## src/rtl/debug_uart_pkg.sv

```systemverilog
// Shared types and helpers for the debug UART transmit path.
package debug_uart_pkg;

    localparam int unsigned DATA_BITS = 8;

    typedef enum logic [1:0] {
        ST_IDLE  = 2'd0,
        ST_START = 2'd1,
        ST_DATA  = 2'd2,
        ST_STOP  = 2'd3
    } tx_state_t;

    function automatic int unsigned calc_div(input int unsigned clk_hz, input int unsigned bit_rate);
        return clk_hz / bit_rate;
    endfunction

endpackage

```

## src/rtl/byte_fifo.sv

```systemverilog
// Byte queue with level-based full/empty; a pop frees a slot for a same-cycle push.
module byte_fifo #(
    parameter int unsigned DEPTH = 8
) (
    input  logic                     clk,
    input  logic                     rst,
    input  logic                     push,
    input  logic                     pop,
    input  logic [7:0]               din,
    output logic [7:0]               dout,
    output logic [$clog2(DEPTH):0]   level,
    output logic                     full
);

    localparam int unsigned AW = $clog2(DEPTH);
    localparam int unsigned LW = AW + 1;

    logic [7:0]    mem [DEPTH];
    logic [AW-1:0] wr_ptr;
    logic [AW-1:0] rd_ptr;
    logic          push_ok_c;
    logic          pop_ok_c;
    logic [LW-1:0] level_nxt_c;

    always_comb begin
        pop_ok_c    = pop && (level != '0);
        push_ok_c   = push && (!full || pop_ok_c);
        level_nxt_c = level;
        if (push_ok_c && !pop_ok_c) begin
            level_nxt_c = level + LW'(1);
        end else if (pop_ok_c && !push_ok_c) begin
            level_nxt_c = level - LW'(1);
        end
    end

    assign dout = mem[rd_ptr];

    // Storage carries no reset; only pointers and level define valid contents.
    always_ff @(posedge clk) begin
        if (push_ok_c && !rst) begin
            mem[wr_ptr] <= din;
        end
    end

    always_ff @(posedge clk) begin
        if (rst) begin
            wr_ptr <= '0;
            rd_ptr <= '0;
            level  <= '0;
            full   <= 1'b0;
        end else begin
            if (push_ok_c) begin
                wr_ptr <= wr_ptr + AW'(1);
            end
            if (pop_ok_c) begin
                rd_ptr <= rd_ptr + AW'(1);
            end
            level <= level_nxt_c;
            full  <= (level_nxt_c == LW'(DEPTH));
        end
    end

endmodule

```

## src/rtl/debug_uart_tx_fifo.sv

```systemverilog
// CPU debug UART transmitter: byte FIFO feeding an 8N1 serializer with sticky overflow.
module debug_uart_tx_fifo
    import debug_uart_pkg::*;
#(
    parameter int unsigned CLK_HZ   = 25_000_000,
    parameter int unsigned BIT_RATE = 1_000_000,
    parameter int unsigned DEPTH    = 8
) (
    input  logic                     clk,
    input  logic                     rst,
    input  logic                     wr_en,
    input  logic [7:0]               wr_data,
    input  logic                     clr_ovf,
    output logic                     txd,
    output logic                     full,
    output logic [$clog2(DEPTH):0]   level,
    output logic                     busy,
    output logic                     ovf
);

    localparam int unsigned DIV   = calc_div(CLK_HZ, BIT_RATE);
    localparam int unsigned DIV_W = (DIV > 1) ? $clog2(DIV) : 1;

    tx_state_t        state;
    logic [DIV_W-1:0] div_cnt;
    logic [3:0]       bit_cnt;
    logic [7:0]       shift;
    logic [7:0]       head_c;
    logic             div_done_c;
    logic             queued_c;
    logic             pop_c;
    logic             push_ok_c;
    logic             drop_c;
    logic             idle_next_c;

    // Pop only at a frame boundary: from idle, or at the last stop-bit cycle.
    always_comb begin
        div_done_c  = (div_cnt == '0);
        queued_c    = (level != '0);
        pop_c       = queued_c && ((state == ST_IDLE) || ((state == ST_STOP) && div_done_c));
        push_ok_c   = wr_en && (!full || pop_c);
        drop_c      = wr_en && full && !pop_c;
        idle_next_c = !queued_c && ((state == ST_IDLE) || ((state == ST_STOP) && div_done_c));
    end

    byte_fifo #(
        .DEPTH (DEPTH)
    ) u_fifo (
        .clk   (clk),
        .rst   (rst),
        .push  (wr_en),
        .pop   (pop_c),
        .din   (wr_data),
        .dout  (head_c),
        .level (level),
        .full  (full)
    );

    always_ff @(posedge clk) begin
        if (rst) begin
            state   <= ST_IDLE;
            txd     <= 1'b1;
            div_cnt <= '0;
            bit_cnt <= '0;
            shift   <= '0;
            busy    <= 1'b0;
            ovf     <= 1'b0;
        end else begin
            busy <= !idle_next_c || push_ok_c;

            if (drop_c) begin
                ovf <= 1'b1;
            end else if (clr_ovf) begin
                ovf <= 1'b0;
            end

            case (state)
                ST_IDLE: begin
                    txd <= 1'b1;
                    if (pop_c) begin
                        shift   <= head_c;
                        div_cnt <= DIV_W'(DIV - 1);
                        txd     <= 1'b0;
                        state   <= ST_START;
                    end
                end
                ST_START: begin
                    if (div_done_c) begin
                        div_cnt <= DIV_W'(DIV - 1);
                        bit_cnt <= 4'(DATA_BITS - 1);
                        txd     <= shift[0];
                        state   <= ST_DATA;
                    end else begin
                        div_cnt <= div_cnt - DIV_W'(1);
                    end
                end
                ST_DATA: begin
                    if (div_done_c) begin
                        div_cnt <= DIV_W'(DIV - 1);
                        if (bit_cnt == 4'd0) begin
                            txd   <= 1'b1;
                            state <= ST_STOP;
                        end else begin
                            shift   <= {1'b0, shift[7:1]};
                            txd     <= shift[1];
                            bit_cnt <= bit_cnt - 4'd1;
                        end
                    end else begin
                        div_cnt <= div_cnt - DIV_W'(1);
                    end
                end
                ST_STOP: begin
                    if (div_done_c) begin
                        // Next queued byte starts immediately so frames stay contiguous.
                        if (pop_c) begin
                            shift   <= head_c;
                            div_cnt <= DIV_W'(DIV - 1);
                            txd     <= 1'b0;
                            state   <= ST_START;
                        end else begin
                            txd   <= 1'b1;
                            state <= ST_IDLE;
                        end
                    end else begin
                        div_cnt <= div_cnt - DIV_W'(1);
                    end
                end
                default: begin
                    txd   <= 1'b1;
                    state <= ST_IDLE;
                end
            endcase
        end
    end

endmodule

```

## config.mk

```make
export PLATFORM = sky130hd
export DESIGN_NAME = debug_uart_tx_fifo
export DESIGN_NICKNAME = d
export VERILOG_FILES = /design/src/rtl/debug_uart_pkg.sv /design/src/rtl/byte_fifo.sv /design/src/rtl/debug_uart_tx_fifo.sv
export SDC_FILE = /design/constraint.sdc
export NUM_CORES = 1
export LEC_CHECK = 0
export ABC_AREA = 1
export BUFFER_PORTS_ARGS = -buffer_cell sky130_fd_sc_hd__buf_2
export CAP_MARGIN = 20
export CELL_PAD_IN_SITES_DETAIL_PLACEMENT = 0
export CELL_PAD_IN_SITES_GLOBAL_PLACEMENT = 1
export CORE_AREA = 2 2 123 101
export DETAILED_ROUTE_END_ITERATION = 10
export DIE_AREA = 0 0 125 103
export PLACE_DENSITY = 0.75
export SLEW_MARGIN = 20
export SYNTH_ARGS = -nofsm -noshare
export SYNTH_HDL_FRONTEND = slang
export SYNTH_HIERARCHICAL = 1
export SYNTH_SLANG_ARGS = --single-unit
```

## constraint.sdc

```tcl
create_clock -name clk -period 2.97 [get_ports clk]
set_input_delay 0.594 -clock clk [delete_from_list [all_inputs] [get_ports clk]]
set_output_delay 0.594 -clock clk [all_outputs]
set_load 0.02 [all_outputs]
```

==> results.cfg <==
[status]
status = completed

[logic_synthesis]
synth_top_area_cell = edfxtp_1
synth_fp_nets = 508
ys_types = 34
yosysSeqAreaShare_pct = 57.5
ys_seq_elements = 100
synth_top_cells_by_area = edfxtp_1, dfxtp_1, nand2_1
yosysMostFrequentCell = nand2_1
synth-async-reset-ratio_pct = 0
syn_inst = 484
yosysWarnings = 6
synth.avg_cell_area_sq_um = 9.50
synthTopCellsByCount = nand2_1, nor2_1, edfxtp_1
syn_area_sq_um = 4600
synth-edff-count = 64
synth_top_area_share_pct = 41.8
synthFlopType = edfxtp_1

[clock_network]
clock_latency_ns = 0.34
root_buffer = clkbuf_16
post-cts-setup-buffers = 0
cts_buffers = 9
cts_buffer_depth = 2
hold_buffers = 0
clk_pin_slew_ns = 0.06
cts_tree = done
cts_sinks = 100
cts_resized = 0
cts_max_level = 3

[finish]
nNetsFinal = 535
final_util_pct = 44.2
final_layout_size_suffix_gt1_share_pct = 13.2
area_growth_pct = 13.4
n_antenna_cell = 0

[timing]
rsz0062_at_grt = false
hold_violations = 0
period_needed_ns = 2.45
setup_tns_ns = 0
fin_crit_sh_pct = 82.6
finalMaxSlewViolations = 0
tightestPinTransition_ns = 0.783
max_freq_ghz = 0.408
setup_viol = 0
slew-limit-headroom_pct = 47.7
skew_ns = 0.00518

[global_routing]
antenna_found_initial = 0
grt_max_degree = 33
grt_pass1_wl_um = 16000
first_global_vias = 3197
gr-total-overflow = 0
grtUsageTotal_pct = 16.2

[place]
io_buffers = 19
dp_hpwl_um = 7090
gp_congestion = 0.802

[worst_hold_path]
hold_depth = 1
hold_class = reg -> reg

[setup_path]
crit_top_cell = nand2_2
critical_path_class = reg -> reg
crit_arrival_ns = 2.50
critical_path.max_stage_delay_ns = 0.42
end_kind = flop
start_kind = flop
cp.required_ns = 3.02
crit_fanout = 8
cp_slowest_cell = dfxtp_1
reg2regPathDepth = 12
crit_chain = ha_1, nand4_1, nand2_2, nand2_4, inv_1, nand2_4, nand2_2, nand2_2, nor2_2, nand2_1, nor2_1, buf_4

[floorplanning]
die-area_sq_um = 12900
die_h_um = 103
start_util_pct = 38.9
ios = 20
coreArea_sq_um = 11800
rows = 36
die_w_um = 125

[route]
vias_per_cell = 4.98
routedWlPerCell_um = 14.9
routed_wl_um = 9960
dr.pass1.iters = 5
postRouteAntennaNets = 0
drtIter0Drc = 223
drc = 0
vias = 3326

[power_and_ir_drop]
ir_drop_mv = 0.553
power.leakage_nw = 2.10
cellPowerDensity_nw_per_um2 = 992

[flow_run]
maxCapViolCount = 0
## layout by cell type, fill, tap and decap left out, drive strengths merged
| master | count |
|---|---|
| a211oi | 1 |
| a21boi | 1 |
| a21oi | 25 |
| a31oi | 1 |
| buf | 30 |
| bufinv | 2 |
| clkbuf | 10 |
| clkinv | 1 |
| clkinvlp | 3 |
| dfxtp | 36 |
| edfxtp | 64 |
| ha | 12 |
| inv | 50 |
| mux2i | 1 |
| nand2 | 99 |
| nand3 | 17 |
| nand4 | 5 |
| nor2 | 88 |
| nor3 | 8 |
| nor3b | 1 |
| o2111ai | 1 |
| o211ai | 1 |
| o21a | 1 |
| o21ai | 36 |
| o32ai | 16 |
| xnor2 | 1 |
| xor2 | 5 |
## layout make-up
class	instances	area, sq um
Clock inverter	6	88.8
Timing Repair Buffer	30	178
Tap cell	152	190
Multi-Input combinational cell	320	1700
Fill cell	1150	6590
Sequential cell	100	2640
Clock buffer	10	229
Inverter	50	188
## layer usage
layer	global-route usage, %	wire length (um)	vias up	share of wire (%)
met5	0	0	-	0
met4	4.10	121	0	1.2
met3	4.83	597	19	6.0
met2	27.2	4490	81	45
met1	21.0	4750	1542	48
li1	-	-	1684	-
## cell families after synthesis
| group | Yosys count | share of synthesized area (%) |
|---|---|---|
| compound gates | 83 | 10.7 |
| xor+xnor | 6 | 1.14 |
| fa+ha+maj | 12 | 3.27 |
| buf+inv | 64 | 5.61 |
| flops | 100 | 57.5 |
| mux | 1 | 0.218 |
| simple gates | 218 | 21.6 |
## worst paths after layout
check	start	endpoint	slack (ns)
hold / removal	div_cnt[0]$_SDFF_PP0_	div_cnt[0]$_SDFF_PP0_	0.46
setup / recovery	state[0]$_SDFFE_PP0P_	u_fifo/mem[3][7]$_DFFE_PP_	0.52
setup reg to reg	state[0]$_SDFFE_PP0P_	u_fifo/mem[3][7]$_DFFE_PP_	0.52
hold reg to reg	div_cnt[0]$_SDFF_PP0_	div_cnt[0]$_SDFF_PP0_	0.46
## registers in the layout, summed over array words and instances, names as in the netlist, 2 cells and up, named ones only
signal / count
u_fifo/rd_ptr: 3
bit_cnt: 4
shift: 8
u_fifo/wr_ptr: 3
div_cnt: 5
u_fifo/level: 4
u_fifo/mem: 64
state: 2
## power by group
group | internal (mW) | switching (mW) | total, mW | leakage [nW]
clock network | 0.737 | 0.499 | 1.24 | 0.145
logic | 0.736 | 1.38 | 2.12 | 1.09
registers | 1.67 | 0.145 | 1.81 | 0.874
total | 3.14 | 2.03 | 5.17 | 2.10
## per-stage QoR
| step | setup WS (ns) | instances | power [mW] | hold WS, ns | cell area, sq um |
|---|---|---|---|---|---|
| finish | 0.518 | 668 | 5.17 | 0.459 | 5210 |
| CTS | 0.497 | 668 | 5.20 | 0.459 | 5210 |
| detailed placement | 0.524 | 652 | 3.96 | 0.428 | 4890 |
| floorplan | 0.468 | 484 | 3.48 | 0.412 | 4600 |
| global route | 0.305 | 668 | 5.57 | 0.494 | 5210 |
| global placement | 0.597 | 652 | 3.94 | 0.431 | 4890 |
## worst max-delay path, delay by kind of cell, from the launching register on
| kind | cells | cell delay [ns] |
|---|---|---|
| simple gates | 9 | 1.08 |
| fa+ha+maj | 1 | 0.32 |
| buf+inv | 2 | 0.35 |
| flops | 1 | 0.42 |
Power figures use the tool's default switching activity.
